`src/rtl/clk_prescaler_pkg.sv`:
```
// clk_prescaler_pkg: shared constants, divisor type and sizing helper for the clock prescaler
package clk_prescaler_pkg;
    localparam int DEF_CNT_W = 25;
    localparam int DEF_DIV = 2000000;
    typedef logic [DEF_CNT_W-1:0] div_t;
    function automatic int ch_w(input int n);
        return (n > 1) ? $clog2(n) : 1;
    endfunction
endpackage

```
`src/rtl/prescaler_channel.sv`:
```
// prescaler_channel: one divider channel with live and pending divisor, tick pulse and square-wave output
module prescaler_channel import clk_prescaler_pkg::*; #(
    parameter int CNT_W = DEF_CNT_W,
    parameter int DEF_DIV = clk_prescaler_pkg::DEF_DIV
) (
    input  logic             clk,
    input  logic             rst_n,
    input  logic             en,
    input  logic             sync,
    input  logic             load,
    input  logic [CNT_W-1:0] load_div,
    output logic             pend,
    output logic             tick,
    output logic             clk_out
);
    logic [CNT_W-1:0] cnt;
    logic [CNT_W-1:0] div;
    logic [CNT_W-1:0] pend_div;
    logic             tc;

    assign tc = en && (cnt == div - CNT_W'(1));

    // count, swap in the pending divisor only at a period boundary, drive tick and clk_out
    always_ff @(posedge clk) begin
        if (!rst_n) begin
            cnt      <= '0;
            div      <= CNT_W'(DEF_DIV);
            pend_div <= CNT_W'(DEF_DIV);
            pend     <= 1'b0;
            tick     <= 1'b0;
            clk_out  <= 1'b0;
        end else begin
            if (load) begin
                pend     <= 1'b1;
                pend_div <= (load_div == '0) ? CNT_W'(1) : load_div;
            end
            if (pend && (!en || sync || tc)) begin
                div  <= pend_div;
                pend <= 1'b0;
            end
            if (!en || sync) begin
                cnt     <= '0;
                tick    <= 1'b0;
                clk_out <= 1'b0;
            end else begin
                cnt     <= tc ? '0 : cnt + CNT_W'(1);
                tick    <= tc;
                clk_out <= clk_out ^ tc;
            end
        end
    end
endmodule

```
`src/rtl/multi_clock_prescaler.sv`:
```
// multi_clock_prescaler: NUM_CH independent clock dividers with a shared divisor-load port; define PRESCALER_SYNC_EN to add the sync_i restart input
module multi_clock_prescaler import clk_prescaler_pkg::*; #(
    parameter int NUM_CH = 4,
    parameter int CNT_W = DEF_CNT_W,
    parameter int DEF_DIV = clk_prescaler_pkg::DEF_DIV,
    localparam int CH_W = ch_w(NUM_CH)
) (
    input  logic              CLK100MHZ,
    input  logic              CPU_RESETN,
`ifdef PRESCALER_SYNC_EN
    input  logic              sync_i,
`endif
    input  logic [NUM_CH-1:0] ch_en,
    input  logic              cfg_valid,
    input  logic [CH_W-1:0]   cfg_ch,
    input  logic [CNT_W-1:0]  cfg_div,
    output logic              cfg_ready,
    output logic [NUM_CH-1:0] tick,
    output logic [NUM_CH-1:0] clk_out
);
    logic [NUM_CH-1:0] pend;
    logic              sync;

`ifdef PRESCALER_SYNC_EN
    assign sync = sync_i;
`else
    assign sync = 1'b0;
`endif

    // ready follows the addressed channel's pending slot; addresses with no channel always accept and drop
    always_comb begin
        cfg_ready = 1'b1;
        for (int i = 0; i < NUM_CH; i++)
            if (cfg_ch == CH_W'(i)) cfg_ready = ~pend[i];
    end

    for (genvar c = 0; c < NUM_CH; c++) begin : g_ch
        prescaler_channel #(
            .CNT_W   (CNT_W),
            .DEF_DIV (DEF_DIV)
        ) u_ch (
            .clk      (CLK100MHZ),
            .rst_n    (CPU_RESETN),
            .en       (ch_en[c]),
            .sync     (sync),
            .load     (cfg_valid && cfg_ready && (cfg_ch == CH_W'(c))),
            .load_div (cfg_div),
            .pend     (pend[c]),
            .tick     (tick[c]),
            .clk_out  (clk_out[c])
        );
    end
endmodule

```
`config.mk`:
```
export PLATFORM = sky130hd
export DESIGN_NAME = multi_clock_prescaler
export DESIGN_NICKNAME = d
export VERILOG_FILES = /design/src/rtl/clk_prescaler_pkg.sv /design/src/rtl/prescaler_channel.sv /design/src/rtl/multi_clock_prescaler.sv
export SDC_FILE = /design/constraint.sdc
export NUM_CORES = 1
export LEC_CHECK = 0
export BUFFER_PORTS_ARGS = -buffer_cell sky130_fd_sc_hd__buf_4
export CAP_MARGIN = 10
export CELL_PAD_IN_SITES_DETAIL_PLACEMENT = 0
export CELL_PAD_IN_SITES_GLOBAL_PLACEMENT = 1
export CORE_MARGIN = 2
export CORE_UTILIZATION = 47
export DETAILED_ROUTE_END_ITERATION = 12
export PLACE_DENSITY_LB_ADDON = 0.1
export SYNTH_ARGS = -nofsm -noshare
export SYNTH_HDL_FRONTEND = slang
export SYNTH_SLANG_ARGS = --single-unit
```
`constraint.sdc`:
```
create_clock -name CLK100MHZ -period 7.4 [get_ports CLK100MHZ]
set_input_delay 1.48 -clock CLK100MHZ [delete_from_list [all_inputs] [get_ports CLK100MHZ]]
set_output_delay 1.48 -clock CLK100MHZ [all_outputs]
set_load 0.03 [all_outputs]
```
# == Word level (Yosys, flattened, before mapping) ==
# Cells that the tools add are included.
# word_totals
regBits,312
# op_classes
n_addsub,8
n_eq_ne,7
n_mux,5
bitwise,13
reduce_logical,35
# op_table
operator,n
$add A25 B1 Y25 const B,4
$eq A25 B25 Y1,4
$sub A25 B1 Y25 const B,4
$logic_not A25 Y1,1
$mux W25,1
$logic_and A1 B1 Y1,13
$reduce_or A3 Y1,4
$not A1 Y1,9
$reduce_and A2 Y1,4
$reduce_or A2 Y1,4
$eq A2 B2 Y1 const B,2
$logic_not A1 Y1,4
$logic_or A1 B1 Y1,4
$mux W1,4
$xor A1 B1 Y1,4
$eq A2 B1 Y1 const B,1
$logic_not A2 Y1,1

# == Longest topological paths before layout ==
# Gate-level depths: netlist of the first run.
# logic_depth
depth_word,7
ltp_mapped,13
mapped_depth_nobuf,10

# == By module ==
# From an unflattened synthesis of the first run, not the netlist that was laid out.
# hier_totals
hier_cells,1875
area_unflattened_um2,16459.5
# by_module_without_submodules
mod,instances,cells_each,area_each_um2,seq_area_each_um2
prescaler_channel at g_ch[0].u_ch ...,3,465,4113.9,1561.5
prescaler_channel at g_ch[3].u_ch,1,472,4052.6,1561.5
multi_clock_prescaler,1,8,65.1,0.0

# == Least setup slack after synthesis of the first run ==
# Ideal clock, no wire load.
# synth_path
path_kind,in2out
from,in cfg_ch[0]
to,out cfg_ready
t_arrival_ps,2470
required_ps,5920
slack_ps,3450
stages,2
path_cell_list,mux2_2 -> o21ai_0
# synth_via
elab_chain_len,5
elab_cells_between_ends,8
cone_classes,3 x eq/ne; 4 x mux; 1 x reduce/logical
# synth_lines
element,line,source
start: declaration,multi_clock_prescaler.sv:15,"input logic [CH_W-1:0] cfg_ch,"
$logic_not A2 Y1,multi_clock_prescaler.sv:34,if (cfg_ch == CH_W'(i)) cfg_ready = ~pend[i];
$mux W1 (3 in a row),multi_clock_prescaler.sv:34,
$mux W1 *,multi_clock_prescaler.sv:34,
end: declaration,multi_clock_prescaler.sv:17,"output logic cfg_ready,"
# Mark *: on every way between the ends. The rest lies on a longest branch, timed or not.

# == Worst setup path after layout of the first run ==
# layout_path
from,reg g_ch[0].u_ch.div[0]
to,reg g_ch[0].u_ch.div[7]
# layout_via
elab_chain_len,5
# layout_lines
element,line,source
start: declaration,prescaler_channel.sv:17,logic [CNT_W-1:0] div;
start signal: assignment,prescaler_channel.sv:27,div <= CNT_W'(DEF_DIV);
start signal: assignment,prescaler_channel.sv:38,div <= pend_div;
$sub A25 B1 Y25,prescaler_channel.sv:21,assign tc = en && (cnt == div - CNT_W'(1));
$eq A25 B25 Y1,prescaler_channel.sv:21,
$logic_and A1 B1 Y1,prescaler_channel.sv:21,
$logic_or A1 B1 Y1,prescaler_channel.sv:37,if (pend && (!en || sync || tc)) begin
$logic_and A1 B1 Y1,prescaler_channel.sv:37,
# Every way passes these cells.
# A chain may end at the register's enable or synchronous reset.

==> results.md, run 1 <==
- Top delay family on crit path: compound AO/OA/AOI/OAI gates
- Slew Limit Fails: 0
- CTS tree: done
- Post-synth EDFFs: 0
- Drt wl/cell: 16.0 µm
- Cell with the most instances after synthesis: nand2_1
- Combinational share of power: 4.4%
- Register area share after synthesis: 39.6%
- Final Cycle Share: 54.5%
- Sw Ratio: 22.1%
- First-pass GRT wire length: 62.6 mm
- Worst EP required: about 7.8 ns
- Mean Syn Cell Area: just over 8 µm²
- Synth Net Count: 1973
- Setup violators final: 0
- Worst-Margin Slew: ~1.2 ns
- Status: complete, no violations
- Synth Register Bits: 312
- Initial antenna violation count: 0
- Max clock buf depth: 3
- Non-Filler Instances: 2375
- Buffers on Ports: 42
- Fin nets: about 2000
- Hold buffer count at CTS: 0
- I/O pins: 43
- PwrDens: roughly 210 mW/mm²
- Filler cells: 3217
- Setup bufs post-CTS: 0
- Hold crit path type: register to register
- RSZ-0062 raised after global routing: false
- R2R Setup Slk: 3.36 ns
- Number of global-route vias before repair: roughly 12000
- Share of cells above drive strength 1: 6.33%
- Clk_skew: 0.0105 ns
- Cells after synthesis: 1931
- Peak VDD IR: 0.144 mV
- CTS sink count: 312
- DRC Markers: 0
- Critical Path Max Stage Delay: around 0.89 ns
- Critical path capture point type: register
- Sequential share of power: 47.5%
- # diodes: 0
- Largest net degree at the start of global routing: around 110
- Final Hold Viols: 0
- Multi-input gate area: about 0.0089 mm²
- Maximum fanout along the worst path: 25
- Rows: 67
- Mapped Area: around 0.016 mm²
- Clk slew on worst S/H paths: approximately 0.060 ns
- Die Y: roughly 190 µm
- Slowest cell on the critical path: a21boi_4
- Clock power share: about half
- FF-to-FF End: g_ch[0].u_ch.div[7]
- Core area: ~0.033 mm²
- Reported leakage power: 5.96 nW
- Clock Tree Root: clkbuf_16
- Reg area: 0.00625 mm²
- Worst hold endpoint: g_ch[2].u_ch.div[9]
- Area contributors post-synth: dfxtp_1 (40%), nand2_1 (9.0%), xnor2_1 (6.3%)
- Element type at the critical path start: register
- Slew Limit Headroom: 21.3%
- R2R Path Start: g_ch[0].u_ch.div[0]
- Post-DP HPWL: approximately 27 mm
- Initial DRT Pass Iterations: 5
- CTS resizes: 0
- Top cell type's share of synthesized area: 39.6%
- CTS buffer count: 35
- Area growth from synthesis to layout: 10.1%
- Die width: 187 µm
- Power, Total: 3.64 mW
- Placed cell count: 2317
- Number of antenna-violating nets in the routed design: 0
- Worst skew pair latency: 0.51 ns
- Crit path time final: 4.04 ns
- Area leader, netlist: dfxtp_1
- CP Cell Sequence: inv_1 > ha_1 > nor4b_1 > nand4_1 > nor3_1 > a211oi_1 > a211o_1 > a2111o_1 > a21boi_4 > mux2i_1
- Ys Warns: 0
- Int Power: 2.83 mW
- WL final: 38.1 mm
- Fmax: approximately 0.25 GHz
- Setup TNS: 0 ns
- H-tree levels: 2
- GRT overflow: 0
- CP arrival: 4.47 ns
- Max Cap Viol: 0
- Top_reg_cell synth: dfxtp_1
- Vias: approximately 13000
- Reg2Reg Depth: 10
- Critical path class: register to register
- Initial Util: 47.4%
- Number of vias per cell: 5.37
- Die area: 0.0350 mm²
- Hold-critical path depth: 2
- Placer congestion estimate: 0.851
- Distinct cells, synth: 78
- Async SR Flop Fraction: 0%
- Bufs and invs on worst path: 1
- DR iter-0 viols: 725
- Post-synth top cells: nand2_1 (377), dfxtp_1 (312), nor2_1 (182)
- Hold path startpoint: g_ch[2].u_ch.pend_div[9]
- Net Switching: 0.804 mW
- GRT Overall Usage: a little over a fifth
-- area by class of cell --
class	count	share of cell area, %
timing repair buffer	49	2.16
clock inverter	8	0.678
tap	448	3.23
clock buffer	50	5.96
multi-input combinational	1478	51.3
sequential	312	36.0
inverter	30	0.649
-- layout by cell type (no fill, tap or decap), types with 5 or more instances in the layout --
cell	n
or3_1	18
o31ai_1	6
clkbuf_16	37
nand3_1	127
mux2i_1	63
nor3_1	38
nor4_1	35
nand2_1	377
o21ai_1	37
ha_1	8
o21a_1	5
nor2b_1	40
and4_1	10
nor4b_1	6
or4_1	13
clkbuf_8	7
dfxtp_1	312
o211ai_1	9
xnor2_1	114
a211oi_1	8
and3_1	26
nand2b_1	13
clkbuf_1	7
nor3b_1	7
buf_4	48
o21ai_0	14
a21oi_1	18
nand4_1	27
and2_1	8
a21boi_0	72
nor2_1	182
o32ai_1	5
xor2_1	105
inv_1	30
-- kinds of logic after synthesis --
| family | after synthesis | synth area share (%) |
|---|---|---|
| simple gates | 955 | 28.6 |
| flops | 312 | 39.6 |
| compound gates | 230 | 10.6 |
| xor+xnor | 221 | 12.5 |
| buf+inv | 141 | 4.00 |
| mux | 64 | 4.07 |
| fa+ha+maj | 8 | 0.635 |
-- per-stage QoR --
step	util (%)	setup WS [ns]	instance area [µm²]	hold slack [ns]
CTS	52.1	3.34	17400	0.455
detailed placement	48.7	3.34	16200	0.447
floorplan	-	3.45	15800	0.437
global route	52.1	2.99	17400	0.473
finish	52.1	3.36	17400	0.454
global placement	48.7	3.47	16200	0.445
-- worst reg2reg max path, stage by stage (launching register included) --
cell and delay, ns:
dfxtp_1 0.35, inv_1 0.07, ha_1 0.19, nor4b_1 0.68, nand4_1 0.36, nor3_1 0.28, a211oi_1 0.10, a211o_1 0.28
a2111o_1 0.47, a21boi_4 0.89, mux2i_1 0.30
-- sequential cells by signal (all words and copies together) (netlist names) --
| register | flops |
|---|---|
| g_ch.u_ch.clk_out | 4 |
| g_ch.u_ch.pend_div | 100 |
| g_ch.u_ch.cnt | 100 |
| g_ch.u_ch.tick | 4 |
| g_ch.u_ch.pend | 4 |
| g_ch.u_ch.div | 100 |
-- power groups by stage --
stage | sequential, mW | combinational [mW] | clock [mW]
final | 1.73 | 0.161 | 1.75
after global routing | 1.73 | 0.179 | 1.86
after CTS | 1.73 | 0.162 | 1.80
after detailed placement | 1.76 | 0.162 | 0
after global placement | 1.76 | 0.160 | 0
after floorplan | 1.76 | 0.104 | 0
-- per-layer routing --
layer  share of wire (%)  routed length [µm]  vias up  track usage [%]
li1                    -                   -     6542                -
met1                  52               19700     5913             32.0
met3                 3.2                1240       79             2.76
met4                 2.9                1110        0             6.90
met5                   0                   0        -                0
met2                  42               16100      215             33.0
-- worst max path at each step --
stage | end | slack (ns) | start | cells past startpoint
after floorplan | cfg_ready | 3.45 | cfg_ch[0] | 2
after detailed placement | g_ch[0].u_ch.div[7] | 3.34 | g_ch[0].u_ch.div[0] | 10
after CTS | g_ch[0].u_ch.div[7] | 3.34 | g_ch[0].u_ch.div[0] | 10
after global routing | g_ch[0].u_ch.div[5] | 2.99 | g_ch[0].u_ch.div[0] | 10
final | g_ch[0].u_ch.div[7] | 3.36 | g_ch[0].u_ch.div[0] | 10
after global placement | g_ch[0].u_ch.div[1] | 3.47 | g_ch[0].u_ch.div[0] | 10
Power figures use the tool's default switching activity.
==> run 2: changes to the inputs <==
--- a/config.mk
+++ b/config.mk
@@ -5,12 +5,13 @@
 export SDC_FILE = /design/constraint.sdc
 export NUM_CORES = 1
 export LEC_CHECK = 0
+export ABC_AREA = 1
 export BUFFER_PORTS_ARGS = -buffer_cell sky130_fd_sc_hd__buf_4
 export CAP_MARGIN = 10
 export CELL_PAD_IN_SITES_DETAIL_PLACEMENT = 0
 export CELL_PAD_IN_SITES_GLOBAL_PLACEMENT = 1
 export CORE_MARGIN = 2
-export CORE_UTILIZATION = 47
+export CORE_UTILIZATION = 41
 export DETAILED_ROUTE_END_ITERATION = 12
 export PLACE_DENSITY_LB_ADDON = 0.1
 export SYNTH_ARGS = -nofsm -noshare
==> constraint.sdc (replaced) <==
create_clock -name CLK100MHZ -period 3.4 [get_ports CLK100MHZ]
set_input_delay 0.68 -clock CLK100MHZ [delete_from_list [all_inputs] [get_ports CLK100MHZ]]
set_output_delay 0.68 -clock CLK100MHZ [all_outputs]
set_load 0.03 [all_outputs]
==> results.md, run 2 <==
- FF-to-FF End: g_ch[1].u_ch.div[5]
- Number of vias per cell: 4.97 (-7.4%)
- CTS buffer count: 38 (+8.6%)
- Mapped Area: 0.0167 mm² (+6.1%)
- Initial Util: 41.3% (-6.1 points)
- Die width: 206 µm (+10%)
- Rows: 74 (+10%)
- Drt wl/cell: 14.7 µm (-8.5%)
- Dpl ws: 0.398 ns (-2.94 ns)
- Async SR Flop Fraction: 0% (unchanged)
- Area growth from synthesis to layout: 11.9%
- Slew Limit Fails: 0 (unchanged)
- R2R Path Start: g_ch[1].u_ch.div[0]
- First-pass GRT wire length: 75.1 mm (+20%)
- Final WS setup: 0.453 ns (-2.91 ns)
- Hold-critical path depth: 3 (+1)
- Setup bufs post-CTS: 0 (unchanged)
- Synth Register Bits: 312 (unchanged)
- Critical path class: register to register
- PwrDens: 471 mW/mm² (+120%)
- Filler cells: 4300 (+34%)
- Register area share after synthesis: 37.3% (-2.3 points)
- Combinational family with the most area after synthesis: simple AND/OR/NAND/NOR gates
- Reported leakage power: 8.05 nW (+35%)
- Post-synth top cells: nand2_1 (582), nor2_1 (377), dfxtp_1 (312)
- Mean Syn Cell Area: 6.58 µm² (-19%)
- CP arrival: 3.38 ns (-1.09 ns)
- Max Cap Viol: 0 (unchanged)
- Max clock buf depth: 3 (unchanged)
- Distinct cells, synth: 43 (-45%)
- Top flop regs: g_ch.u_ch.cnt: 100 flops, g_ch.u_ch.div: 100 flops, g_ch.u_ch.pend_div: 100 flops
- # diodes: 0 (unchanged)
- Commonest cells after routing, fill and taps aside: nand2_1 (582), nor2_1 (377), dfxtp_1 (312)
- Initial DRT Pass Iterations: 6 (+1)
- Synth Area in Adders: 0.598% (-0.037 points)
- Number of antenna-violating nets in the routed design: 0 (unchanged)
- Peak VDD IR: 0.300 mV (+110%)
- R2R Setup Slk: 0.45 ns (-2.91 ns)
- Non-Filler Instances: 3109 (+31%)
- Setup violators final: 0 (unchanged)
- Commonest non-fill, non-tap cell in the layout: nand2_1
- Multi-input gate area: 0.00884 mm² (-0.80%)
- Multiplexer share of the synthesized area: 0% (-4.1 points)
- Dpl cell area: 0.0174 mm² (+7.6%)
- Final Hold Viols: 0 (unchanged)
- Critical path capture point type: register
- Setup TNS: 0 ns (unchanged)
- Worst EP required: 3.84 ns (-4.00 ns)
- Placed cell count: 3042 (+31%)
- Worst Setup EP: g_ch[1].u_ch.div[5]
- Initial antenna violation count: 0 (unchanged)
- Worst skew pair latency: 0.55 ns (+0.04 ns)
- I/O pins: 43 (unchanged)
- Placer congestion estimate: 0.850 (about the same)
- Largest net degree at the start of global routing: 93 (-16%)
- Core area: 0.0406 mm² (+22%)
- Synth Net Count: 2587 (+31%)
- Reg area: 0.00625 mm² (unchanged)
- Status: complete, no violations
- Fmax: 0.339 GHz (+37%)
- Clk slew on worst S/H paths: 0.05 ns (about the same)
- Cells after synthesis: 2545 (+32%)
- Final Cycle Share: 86.7% (+32 points)
- Element type at the critical path start: register
- Die area: 0.0424 mm² (+21%)
- CP Cell Sequence: inv_1 > ha_1 > nand3_1 > nor2_1 > nand2_1 > nand2_1 > nand2_1 > nor2_1 > nand2_1 > nor2_1 > nand3_1 > nor2_1 > nand2_2 > nand2_4 > buf_4 > nand3_1 > nand2_1 > nor2_1
- CP Launch Point: g_ch[1].u_ch.div[0]
- Slowest cell on the critical path: nor2_1
- GRT overflow: 0 (unchanged)
- Share of cells above drive strength 1: 6.09% (-0.24 points)
- Hold buffer count at CTS: 0 (unchanged)
- GRT Overall Usage: 21.9% (+0.13 points)
- Hold crit path type: input port to register
- H-tree levels: 2 (unchanged)
- CTS sink count: 312 (unchanged)
- CTS tree: done
- Slew Limit Headroom: 35.1% (+14 points)
- Maximum fanout along the worst path: 28 (+12%)
- Area contributors post-synth: dfxtp_1 (37%), nand2_1 (13%), nor2_1 (8.5%)
- Area leader, netlist: dfxtp_1
- Synth Area in Simple Gates: 35.9% (+7.3 points)
- DR iter-0 viols: 948 (+31%)
- RSZ-0062 raised after global routing: false
- Die Y: 206 µm (+10%)
- Crit path time final: 2.95 ns (-1.09 ns)
- Fin nets: 2592 (+33%)
- Post-Route Hold Slack: 0.446 ns (-0.00710 ns)
- Worst-Margin Slew: 0.973 ns (-0.204 ns)
- Ys Warns: 0 (unchanged)
- Number of global-route vias before repair: 14591 (+23%)
- Post-Synth XOR/XNOR Area: 6.18% (-6.3 points)
- Fin area: 0.0187 mm² (+7.9%)
- Clock Tree Root: clkbuf_16
- Vias: 15446 (+21%)
- DRC Markers: 0 (unchanged)
- Post-DP HPWL: 33.2 mm (+25%)
- Compound-Gate Fraction of Synth Area: 10.1% (-0.49 points)
- CTS resizes: 0 (unchanged)
- Critical Path Max Stage Delay: 0.37 ns (-0.52 ns)
- Top_reg_cell synth: dfxtp_1
- WL final: 45.6 mm (+20%)
- Clk_skew: 0.00892 ns (-0.00157 ns)
- Post-synth EDFFs: 0 (unchanged)
- Cell with the most instances after synthesis: nand2_1
- Reg2Reg Depth: 18 (+8)
- Top cell type's share of synthesized area: 37.3% (-2.3 points)
- Buffers on Ports: 42 (unchanged)
[run 2: cell count changes after synthesis, sizes merged, moves of 28 or more]
cell	before	now
nor2	182	390
xnor2	114	39
nand2	377	589
o21ai	51	98
inv	30	309
nor2b	40	0
a21oi	18	173
nand3	127	254
mux2i	63	0
clkbuf	83	55
a21boi	73	1
[run 2: how the worst min path moves through the flow]
stage	start	endpoint	slack (ns)
after detailed placement	g_ch[1].u_ch.pend_div[14]	g_ch[1].u_ch.pend_div[14]	0.44
after global placement	g_ch[1].u_ch.pend_div[1]	g_ch[1].u_ch.pend_div[1]	0.44
after global routing	ch_en[1]	g_ch[1].u_ch.tick	0.45
after floorplan	g_ch[1].u_ch.pend_div[7]	g_ch[1].u_ch.pend_div[7]	0.43
after CTS	ch_en[3]	g_ch[3].u_ch.tick	0.41
final	ch_en[2]	g_ch[2].u_ch.tick	0.45
[run 2: power breakdown]
| group | internal (mW) | leakage, nW | switching [mW] | total (mW) |
|---|---|---|---|---|
| registers | 3.77 | 2.53 | 0.0945 | 3.86 |
| logic | 0.270 | 4.88 | 0.549 | 0.820 |
| clock network | 2.54 | 0.631 | 1.60 | 4.14 |
| total | 6.58 | 8.05 | 2.25 | 8.82 |
[run 2: metal layers]
layer | up-vias | part of all wire, % | GRT usage (%) | routed length [µm]
li1 | 8180 | - | - | -
met1 | 6973 | 49 | 29.8 | 22500
met2 | 219 | 44 | 35.5 | 20200
met3 | 74 | 3.5 | 2.90 | 1590
met4 | 0 | 2.8 | 7.53 | 1290
met5 | - | 0 | 0 | 0
[run 2: cell families after synthesis]
family | count (synthesis)
xor+xnor | 118
fa+ha+maj | 8
compound gates | 315
buf+inv | 406
flops | 312
simple gates | 1386
[run 2: layout make-up]
cell class / instances / area share [%]
clock buffer: 58 / 6.30
clock inverter: 9 / 0.541
inverter: 309 / 6.19
multi-input combinational: 1827 / 47.2
sequential: 312 / 33.4
tap: 532 / 3.56
timing repair buffer: 62 / 2.84
[run 2: metrics by stage]
step | power (mW) | utilization (%)
global placement | 4.75 | 43.0
floorplan | 4.51 | -
finish | 8.82 | 46.2
CTS | 8.95 | 46.2
detailed placement | 4.76 | 43.0
global route | 9.21 | 46.2
[run 2: critical path, delay by kind of cell (launching register included)]
family,cells,cell delay [ns]
and+or+nand+nor,15,1.87
buffers and inverters,2,0.39
DFF,1,0.32
adders and majority gates,1,0.23
==> run 3: changes to the inputs <==
--- a/config.mk
+++ b/config.mk
@@ -13,7 +13,9 @@
 export CORE_MARGIN = 2
 export CORE_UTILIZATION = 41
 export DETAILED_ROUTE_END_ITERATION = 12
+export GPL_TIMING_DRIVEN = 0
 export PLACE_DENSITY_LB_ADDON = 0.1
+export SETUP_SLACK_MARGIN = 0.3
 export SYNTH_ARGS = -nofsm -noshare
 export SYNTH_HDL_FRONTEND = slang
 export SYNTH_SLANG_ARGS = --single-unit
==> results.md, run 3 (synthesis gave the netlist of run 2 again) <==
- Max Cap Viol: 0 (unchanged)
- CP arrival: 3.26 ns (-0.12 ns)
- Element type at the critical path start: register
- GRT Overall Usage: 23.2% (+1.3 points)
- Slew Limit Headroom: 22.5% (-13 points)
- WL final: 48.3 mm (+5.9%)
- I/O pins: 43 (unchanged)
- Crit path time final: 2.83 ns (-0.113 ns)
- Largest net degree at the start of global routing: 13 (-86%)
- Combinational share of power: 10.2% (+0.9 points)
- First-pass GRT wire length: 78.1 mm (+4.1%)
- # diodes: 0 (unchanged)
- Max clock buf depth: 3 (unchanged)
- Status: complete, no violations
- Sequential share of power: 45.3% (+1.5 points)
- Placer congestion estimate: 0.903 (+6.3%)
- Setup TNS: 0 ns (unchanged)
- Vias: 15867 (+2.7%)
- CTS tree: done
- Share of cells above drive strength 1: 6.60% (+0.50 points)
- Initial Util: 41.3% (unchanged)
- Slew Limit Fails: 0 (unchanged)
- Clk slew on worst S/H paths: 0.06 ns (about the same)
- Rows: 74 (unchanged)
- Final Hold Viols: 0 (unchanged)
- RSZ-0062 raised after global routing: false
- DR iter-0 viols: 940 (-0.84%)
- DRC Markers: 0 (unchanged)
- Maximum fanout along the worst path: 10 (-64%)
- Hold crit path type: input port to register
- H-tree levels: 2 (unchanged)
- Worst-Margin Slew: 1.15 ns (+0.174 ns)
- Net Switching: 2.26 mW (+0.67%)
- Initial DRT Pass Iterations: 5 (-1)
- Die width: 206 µm (unchanged)
- Clock Tree Root: clkbuf_16
- Worst skew pair latency: 0.55 ns (about the same)
- GRT overflow: 0 (unchanged)
- Clk_skew: 0.0125 ns (+0.00355 ns)
- Final Cycle Share: 83.4% (-3.3 points)
- Commonest cells after routing, fill and taps aside: nand2_1 (580), nor2_1 (375), dfxtp_1 (312)
- PwrDens: 451 mW/mm² (-4.3%)
- Peak VDD IR: 0.351 mV (+17%)
- Power, Total: 8.52 mW (-3.5%)
- Number of global-route vias before repair: 15055 (+3.2%)
- Critical path capture point type: register
- Area growth from synthesis to layout: 12.9%
- Fin area: 0.0189 mm² (+0.88%)
- CTS buffer count: 37 (-2.6%)
- Sw Ratio: 26.6% (+1.1 points)
- Commonest non-fill, non-tap cell in the layout: nand2_1
- Die area: 0.0424 mm² (unchanged)
- Int Power: 6.25 mW (-4.9%)
- Top flop regs: g_ch.u_ch.cnt: 100 flops, g_ch.u_ch.div: 100 flops, g_ch.u_ch.pend_div: 100 flops
- CTS sink count: 312 (unchanged)
- Placed cell count: 3117 (+2.5%)
- Dpl cell area: 0.0177 mm² (+1.5%)
- Initial antenna violation count: 0 (unchanged)
- Drt wl/cell: 15.2 µm (+3.3%)
- Number of vias per cell: 4.98 (+0.27%)
- Die Y: 206 µm (unchanged)
- Critical path class: register to register
- Reported leakage power: 8.10 nW (+0.71%)
- Post-DP HPWL: 37.3 mm (+12%)
- Non-Filler Instances: 3185 (+2.4%)
- Fmax: 0.353 GHz (+4.0%)
- Worst EP required: 3.83 ns (about the same)
- Clock power share: 44.5% (-2.4 points)
- Fin nets: 2670 (+3.0%)
- Setup violators final: 0 (unchanged)
- Number of antenna-violating nets in the routed design: 0 (unchanged)
- Core area: 0.0406 mm² (unchanged)
- Buffers on Ports: 40 (-4.8%)
run 3: area by class of cell:
type                    instances  area [µm²]
clock inverters                 7        42.5
multi-input cells            1827        8860
plain buffers                  97         497
repair buffers                 44         330
well taps                     532         666
inverters                     309        1160
fillers                      4275       21700
flip-flops and latches        312        6250
clock buffers                  57        1090
run 3: path summary, 6_finish.rpt:
path	slack [ns]	end	startpoint	cells past startpoint
max	0.57	g_ch[3].u_ch.div[12]	g_ch[3].u_ch.div[0]	16
min	0.45	g_ch[3].u_ch.tick	ch_en[3]	3
max reg2reg	0.57	g_ch[3].u_ch.div[12]	g_ch[3].u_ch.div[0]	16
min reg2reg	0.46	g_ch[3].u_ch.pend_div[11]	g_ch[3].u_ch.pend_div[11]	2
run 3: what timing repair did:
item | CTS | global route
hold buffers | 0 | 0
resized for setup | 0 | 7
setup endpoints to repair | 0 | 82
buffers inserted | 0 | 4
run 3: layer usage:
metal  global-route usage, %  vias to the layer above  share of wire (%)
li1                        -                     8339                  -
met4                    8.80                        0                3.3
met3                    3.53                       87                4.2
met5                       0                        -                  0
met2                    38.6                      261                 45
met1                    30.2                     7180                 47
run 3: metrics by stage:
step / hold slack [ns] / setup WS [ns] / util (%)
after floorplan: 0.430 / 0.661 / -
after global placement: 0.441 / 0.268 / 43.6
after detailed placement: 0.448 / 0.274 / 43.6
after CTS: 0.421 / 0.427 / 46.4
after global routing: 0.455 / 0.307 / 46.6
final: 0.453 / 0.565 / 46.6
run 3: power by group through the flow:
stage                     logic [mW]  clock network [mW]  registers [mW]
final                          0.866                3.79            3.86
after global routing           0.988                4.03            3.87
after CTS                      0.863                3.89            3.86
after detailed placement       0.859                   0            3.94
after global placement         0.847                   0            3.94
after floorplan                0.605                   0            3.91
run 3: critical path, cell delays in order (launching register included):
cell and delay, ns:
dfxtp_1 0.32, inv_1 0.14, ha_1 0.22, nand3_2 0.17, nor2_4 0.22, inv_1 0.09
o21bai_1 0.25, nand2_1 0.08, nor2_1 0.12, nand3_1 0.11, nor2_1 0.13, nand3_1 0.22
nand2_4 0.20, buf_2 0.22, nand3_1 0.10, nand2_1 0.08, nor2_1 0.05
